`config.mk`:
```
export PLATFORM = sky130hd
export DESIGN_NAME = id_decode_queue
export DESIGN_NICKNAME = d
export VERILOG_FILES = /design/src/rtl/instr_defs.sv /design/src/rtl/riscv_gpr_addr_decode.sv /design/src/rtl/id_decode_queue.sv
export SDC_FILE = /design/constraint.sdc
export NUM_CORES = 1
export LEC_CHECK = 0
export CORE_MARGIN = 1.5
export CORE_UTILIZATION = 52
export DETAILED_ROUTE_END_ITERATION = 8
export PLACE_DENSITY = 0.77
export SYNTH_ARGS = -nofsm -noshare
export SYNTH_HDL_FRONTEND = slang
export SYNTH_SLANG_ARGS = --single-unit
```
`constraint.sdc`:
```
create_clock -name clk -period 2.6 [get_ports clk]
set_input_delay 0.26 -clock clk [delete_from_list [all_inputs] [get_ports clk]]
set_output_delay 0.26 -clock clk [all_outputs]
set_load 0.005 [all_outputs]
```
`src/rtl/instr_defs.sv`:
```
// Shared RISC-V instruction definitions: opcode map and the GPR decode bundle
// carried alongside every queued instruction.
package instr_defs;

  localparam int RegAddrWidth = 5;

  typedef logic [RegAddrWidth-1:0] reg_addr_t;

  typedef enum logic [4:0] {
    LOAD     = 5'b00000,
    MISC_MEM = 5'b00011,
    OP_IMM   = 5'b00100,
    AUIPC    = 5'b00101,
    STORE    = 5'b01000,
    OP       = 5'b01100,
    LUI      = 5'b01101,
    BRANCH   = 5'b11000,
    JALR     = 5'b11001,
    JAL      = 5'b11011,
    SYSTEM   = 5'b11100
  } opcode_e;

  typedef struct packed {
    reg_addr_t rd;
    reg_addr_t rs1;
    reg_addr_t rs2;
    logic      rd_we;
    logic      rs1_re;
    logic      rs2_re;
    logic      illegal;
  } gpr_dec_t;

  // use_m = {rd, rs1, rs2}; an unused address reads as x0
  function automatic gpr_dec_t mk_dec(
    input reg_addr_t  rd,
    input reg_addr_t  rs1,
    input reg_addr_t  rs2,
    input logic [2:0] use_m
  );
    gpr_dec_t d;
    d.rd      = use_m[2] ? rd  : '0;
    d.rs1     = use_m[1] ? rs1 : '0;
    d.rs2     = use_m[0] ? rs2 : '0;
    d.rd_we   = use_m[2];
    d.rs1_re  = use_m[1];
    d.rs2_re  = use_m[0];
    d.illegal = 1'b0;
    return d;
  endfunction

endpackage

```
`src/rtl/riscv_gpr_addr_decode.sv`:
```
// Combinational GPR address/enable decode for RV32I and RV32C encodings.
module riscv_gpr_addr_decode
  import instr_defs::*;
(
  input  logic [31:0] instr,
  input  logic        compressed,
  output gpr_dec_t    dec
);

  localparam reg_addr_t X0 = 5'd0;
  localparam reg_addr_t X1 = 5'd1;
  localparam reg_addr_t X2 = 5'd2;

  reg_addr_t r_rd, r_rs1, r_rs2;
  reg_addr_t c_r1, c_r2, c_p1, c_p2;
  opcode_e   opc;
  gpr_dec_t  d;
  logic      ill;
  logic      unused_hi;

  assign r_rd      = instr[11:7];
  assign r_rs1     = instr[19:15];
  assign r_rs2     = instr[24:20];
  assign c_r1      = instr[11:7];
  assign c_r2      = instr[6:2];
  assign c_p1      = {2'b01, instr[9:7]};
  assign c_p2      = {2'b01, instr[4:2]};
  assign opc       = opcode_e'(instr[6:2]);
  assign unused_hi = ^instr[31:25];

  always_comb begin
    d   = '0;
    ill = 1'b0;
    if (!compressed) begin
      if (instr[1:0] != 2'b11) begin
        ill = 1'b1;
      end else begin
        case (opc)
          OP:                  d = mk_dec(r_rd, r_rs1, r_rs2, 3'b111);
          OP_IMM, LOAD, JALR,
          SYSTEM:              d = mk_dec(r_rd, r_rs1, X0, 3'b110);
          STORE, BRANCH:       d = mk_dec(X0, r_rs1, r_rs2, 3'b011);
          LUI, AUIPC, JAL:     d = mk_dec(r_rd, X0, X0, 3'b100);
          MISC_MEM:            d = '0;
          default:             ill = 1'b1;
        endcase
      end
    end else begin
      unique case ({instr[1:0], instr[15:13]})
        5'b00_000: begin
          if (instr[12:5] == 8'd0) ill = 1'b1;
          else d = mk_dec(c_p2, X2, X0, 3'b110);
        end
        5'b00_010: d = mk_dec(c_p2, c_p1, X0, 3'b110);
        5'b00_110: d = mk_dec(X0, c_p1, c_p2, 3'b011);
        5'b01_000: d = mk_dec(c_r1, c_r1, X0, 3'b110);
        5'b01_001: d = mk_dec(X1, X0, X0, 3'b100);
        5'b01_010: d = mk_dec(c_r1, X0, X0, 3'b100);
        5'b01_011: begin
          if ({instr[12], instr[6:2]} == 6'd0) ill = 1'b1;
          else if (c_r1 == X2) d = mk_dec(X2, X2, X0, 3'b110);
          else d = mk_dec(c_r1, X0, X0, 3'b100);
        end
        5'b01_100: begin
          // RV32 has no SUBW/ADDW and no shamt[5]
          if (instr[11:10] == 2'b11) begin
            if (instr[12]) ill = 1'b1;
            else d = mk_dec(c_p1, c_p1, c_p2, 3'b111);
          end else if (!instr[11] && instr[12]) begin
            ill = 1'b1;
          end else begin
            d = mk_dec(c_p1, c_p1, X0, 3'b110);
          end
        end
        5'b01_101: d = '0;
        5'b01_110,
        5'b01_111: d = mk_dec(X0, c_p1, X0, 3'b010);
        5'b10_000: begin
          if (instr[12]) ill = 1'b1;
          else d = mk_dec(c_r1, c_r1, X0, 3'b110);
        end
        5'b10_010: begin
          if (c_r1 == X0) ill = 1'b1;
          else d = mk_dec(c_r1, X2, X0, 3'b110);
        end
        5'b10_100: begin
          if (!instr[12]) begin
            if (c_r2 != X0) d = mk_dec(c_r1, X0, c_r2, 3'b101);
            else if (c_r1 == X0) ill = 1'b1;
            else d = mk_dec(X0, c_r1, X0, 3'b010);
          end else begin
            if (c_r2 != X0) d = mk_dec(c_r1, c_r1, c_r2, 3'b111);
            else if (c_r1 != X0) d = mk_dec(X1, c_r1, X0, 3'b110);
            else d = '0;
          end
        end
        5'b10_110: d = mk_dec(X0, X2, c_r2, 3'b011);
        default:   ill = 1'b1;
      endcase
    end

    if (ill) begin
      d         = '0;
      d.illegal = 1'b1;
    end
    if (d.rd == X0) d.rd_we = 1'b0;
  end

  assign dec = d;

endmodule

```
`src/rtl/id_decode_queue.sv`:
```
// DEPTH-entry decode queue between fetch and register read; entries are
// GPR-decoded on entry so the head carries resolved register addresses.
module id_decode_queue
  import instr_defs::*;
#(
  parameter int XLEN       = 32,
  parameter int DEPTH      = 2,
  parameter int REG_ADDR_W = 5
) (
  input  logic                  clk,
  input  logic                  rst,
  input  logic                  flush,
  input  logic                  in_valid,
  output logic                  in_ready,
  input  logic [31:0]           in_instr,
  input  logic [XLEN-1:0]       in_pc,
  input  logic                  in_compressed,
  output logic                  out_valid,
  input  logic                  out_ready,
  output logic [31:0]           out_instr,
  output logic [XLEN-1:0]       out_pc,
  output logic                  out_compressed,
  output logic [REG_ADDR_W-1:0] out_rd_addr,
  output logic [REG_ADDR_W-1:0] out_rs1_addr,
  output logic [REG_ADDR_W-1:0] out_rs2_addr,
  output logic                  out_rd_we,
  output logic                  out_rs1_re,
  output logic                  out_rs2_re,
  output logic                  out_illegal
);

  localparam int PtrW = $clog2(DEPTH);
  localparam int CntW = $clog2(DEPTH + 1);
  localparam logic [CntW-1:0] Full = CntW'(DEPTH);

  typedef struct packed {
    logic [31:0]     instr;
    logic [XLEN-1:0] pc;
    logic            compressed;
    gpr_dec_t        dec;
  } entry_t;

  entry_t            mem_q [DEPTH];
  entry_t            mem_d [DEPTH];
  logic [PtrW-1:0]   wptr_q, wptr_d;
  logic [PtrW-1:0]   rptr_q, rptr_d;
  logic [CntW-1:0]   count_q, count_d;
  gpr_dec_t          in_dec;
  entry_t            wr_entry;
  entry_t            head;
  logic              push, pop;

  riscv_gpr_addr_decode u_dec (
    .instr      (in_instr),
    .compressed (in_compressed),
    .dec        (in_dec)
  );

  assign wr_entry = '{
    instr:      in_instr,
    pc:         in_pc,
    compressed: in_compressed,
    dec:        in_dec
  };

  assign in_ready  = (count_q != Full);
  assign out_valid = (count_q != '0);
  assign push      = in_valid & in_ready & ~flush;
  assign pop       = out_valid & out_ready & ~flush;

  always_comb begin
    mem_d   = mem_q;
    wptr_d  = wptr_q;
    rptr_d  = rptr_q;
    count_d = count_q;
    if (flush) begin
      wptr_d  = '0;
      rptr_d  = '0;
      count_d = '0;
    end else begin
      if (push) begin
        mem_d[wptr_q] = wr_entry;
        wptr_d        = wptr_q + PtrW'(1);
      end
      if (pop) rptr_d = rptr_q + PtrW'(1);
      unique case ({push, pop})
        2'b10:   count_d = count_q + CntW'(1);
        2'b01:   count_d = count_q - CntW'(1);
        default: count_d = count_q;
      endcase
    end
  end

  always_ff @(posedge clk) begin
    if (rst) begin
      mem_q   <= '{default: '0};
      wptr_q  <= '0;
      rptr_q  <= '0;
      count_q <= '0;
    end else begin
      mem_q   <= mem_d;
      wptr_q  <= wptr_d;
      rptr_q  <= rptr_d;
      count_q <= count_d;
    end
  end

  assign head           = mem_q[rptr_q];
  assign out_instr      = head.instr;
  assign out_pc         = head.pc;
  assign out_compressed = head.compressed;
  assign out_rd_addr    = REG_ADDR_W'(head.dec.rd);
  assign out_rs1_addr   = REG_ADDR_W'(head.dec.rs1);
  assign out_rs2_addr   = REG_ADDR_W'(head.dec.rs2);
  assign out_rd_we      = head.dec.rd_we;
  assign out_rs1_re     = head.dec.rs1_re;
  assign out_rs2_re     = head.dec.rs2_re;
  assign out_illegal    = head.dec.illegal;

endmodule
```
==> flow_summary.yaml, run 1 <==
run_status:
  status: "completed"
global_route:
  grt_pass1_wl_um: 36400
  grt_remaining_overflow: 0
  grt_usage: 0.280
  grt_max_degree: 76
  grt_antenna_before_repair: 0
  grt_pass1_vias: 7175
pwr:
  combPwrFrac: 0.130
  p_switching_mw: 1.60
  p_leak_nw: 3.77
  p_sw_frac: 0.268
  intPower_mw: 4.37
  power_density_nw_per_um2: 567
  seqPwrFrac: 0.459
  ir_worst_vdd_mv: 0.542
  pwr-share-clk: 0.411
detailed_routing:
  num_vias: 7399
  viasPerCell: 5.52
  drtPass1Iterations: 5
  remaining_drc_errors: 0
  drtIter0Drc: 498
  routedWlPerCell_um: 16.6
  ant_nets: 0
  drt-total-wl_um: 22300
layout:
  multiInputGateArea_um2: 4190
  insertedDiodeCount: 0
  layoutNonFillerInstCount: 1341
  design_area_um2: 10500
  area_delta_synth_final_pct: 31.9
  layout-drive-gt1-share: 0.169
  area.sequential_um2: 3450
  final_nets: 1211
  fin_util: 0.699
  nFillCells: 1279
setup_path:
  r2r_cells: 7
  cp-end-kind: "primary output"
  arrival_ns: 2.03
  critical_path_class: "reg -> out"
  start_kind: "register"
  required_ns: 2.34
  crit_fanout: 28
synth:
  synth-edff-count: 0
  synthesis.nets: 1060
  avgSynthCellArea_um2: 8.08
  syn_area_um2: 7990
  netlist_instances: 989
  ys_warn_count: 0
  ys_ff_latch: 172
  seq_area_frac_synth: 0.431
  postSynth.asyncResetShare: 0
  synth_flop_cell: "dfxtp_1"
  synth.distinct_cells: 68
sta:
  max_freq_mhz: 438
  hold_viol: 0
  rsz0062_at_grt: "no"
  maxSlewViolCount: 0
  finalSetupViolations: 0
  period_needed_ns: 2.29
  setup_ws_ns: 0.314
  period_share: 0.879
  tightest_slew_ns: 0.772
  relSlewSlack: 0.485
  finClkSkew_ns: 0.00694
  whs_ns: 0.370
cts:
  cts_max_level: 4
  cts-resized-gates: 0
  cts_hold_buf: 0
  clk_path_buf_depth: 2
  cts_sinks: 172
  cts_root_buf: "clkbuf_16"
  clkTransAtPathRegs_ns: 0.07
  clk_latency_ns: 0.44
  cts_tree: "yes"
  cts_setup_buffers: 0
  cts_buffers: 17
floorplan:
  start_util: 0.530
  dieWidth_um: 127
  core_um2: 15100
  rows: 45
  ioPinCount: 156
  die_y_um: 127
  die_area_um2: 16100
placement:
  place_inst: 1309
  placed_area_um2: 9980
  pre_cts_slack_ns: -0.00131
  portBuffers: 155
  gp_congestion: 0.937
  dp_hpwl_um: 15100
run:
  max-cap-violations: 0
min_path:
  min_path_cells: 2
  min_path_type: "in -> reg"
power groups by stage:
stage / clock [mW] / combinational, mW / sequential (mW)
finish: 2.46 / 0.774 / 2.74
global route: 2.60 / 0.839 / 2.75
CTS: 2.50 / 0.773 / 2.74
detailed placement: 0 / 0.766 / 2.80
global placement: 0 / 0.763 / 2.80
floorplan: 0 / 0.373 / 2.79
layout by cell type (no fill, tap or decap), drive strengths merged, types with 3 or more instances in the layout:
master and instances:
nand3 7, a31oi 5, nor3b 3, a211oi 21, a311oi 5, o211ai 5
o21bai 4, o31ai 10, nor2 39, o22ai 4, nand2 285, a2111oi 3
nand3b 11, o21a 5, a21oi 138, clkinv 6, nor2b 7, nand2b 9
clkdlybuf4s50 154, or3 4, mux2 83, o21ai 13, or2 3, dfxtp 172
and2 3, buf 62, nor4 4, clkbuf 17, nor3 15, inv 19
a22oi 4
final cells by class:
class	count	area share
inverter	10	0.00356
timing repair buffer	216	0.196
clock inverter	15	0.0135
multi-input combinational	723	0.397
tap	188	0.0223
clock buffer	17	0.0403
sequential	172	0.327
cell families (layout without fill, tap and decap cells):
| logic type | count (synthesis) | in the layout | share of synthesized area |
|---|---|---|---|
| buf+inv | 94 | 258 | 0.0478 |
| mux | 83 | 83 | 0.117 |
| simple gates | 400 | 400 | 0.215 |
| xor+xnor | 4 | 4 | 0.00438 |
| fa+ha+maj | 1 | 1 | 0.00157 |
| flops | 172 | 172 | 0.431 |
| compound gates | 235 | 235 | 0.184 |
path summary, 6_finish.rpt:
path,startpoint,endpoint,slack (ns)
max,rptr_q,out_pc[23],0.31
min,rst,mem_q[57],0.37
max reg2reg,count_q[0],mem_q[5],0.68
min reg2reg,mem_q[137],mem_q[137],0.45
cells in the mapped netlist, types with 3 or more instances:
cell type | number | area [um^2]
a311oi_1 | 5 | 43.8
nand3b_1 | 11 | 82.6
buf_1 | 9 | 33.8
buf_2 | 8 | 40.0
clkbuf_1 | 63 | 236
o21bai_1 | 4 | 30.0
buf_4 | 3 | 22.5
o21ai_0 | 11 | 55.1
a31oi_1 | 5 | 31.3
o31ai_1 | 10 | 75.1
dfxtp_1 | 172 | 3440
nand3_1 | 7 | 35.0
inv_1 | 9 | 33.8
or3_1 | 4 | 25.0
nand2_1 | 284 | 1070
o22ai_1 | 3 | 18.8
nand2b_1 | 9 | 56.3
nor2b_1 | 7 | 43.8
o211ai_1 | 5 | 37.5
mux2_2 | 83 | 935
nor2_1 | 39 | 146
o21a_1 | 5 | 37.5
a21oi_1 | 138 | 691
nor3b_1 | 3 | 22.5
a211oi_1 | 19 | 143
a22oi_1 | 4 | 30.0
nor3_1 | 15 | 75.1
nor4_1 | 3 | 18.8
metal layers:
metal,up-vias,GRT usage,wire (um)
li1,3704,-,-
met5,-,0,0
met1,3502,0.369,10500
met4,0,0.0795,341
met3,23,0.0544,1010
met2,170,0.472,10400
registers in the layout (all words and copies together) (netlist names):
name / flops
mem_q: 168
count_q: 2
rptr_q: 1
wptr_q: 1
critical path, cell delays in order, from the launching register on:
cell and delay, ns:
dfxtp_4 0.36, buf_4 0.36, mux2_2 0.39, clkdlybuf4s50_1 0.46
stage by stage:
| stage | setup TNS (ns) | total power, mW |
|---|---|---|
| 2_1_floorplan | 0 | 3.17 |
| 3_3_place_gp | -1.45 | 3.56 |
| 3_5_place_dp | -0.00131 | 3.57 |
| 4_1_cts | 0 | 6.01 |
| 5_1_grt | 0 | 6.19 |
| 6_report | 0 | 5.97 |
No activity file was read; power rests on OpenSTA's default activity.
==> run 2: changes to the inputs <==
- CTS_BUF_LIST: unset -> sky130_fd_sc_hd__clkbuf_16
==> results of run 2 <==
Final layout, timing and power as in run 1 (identical DEF).
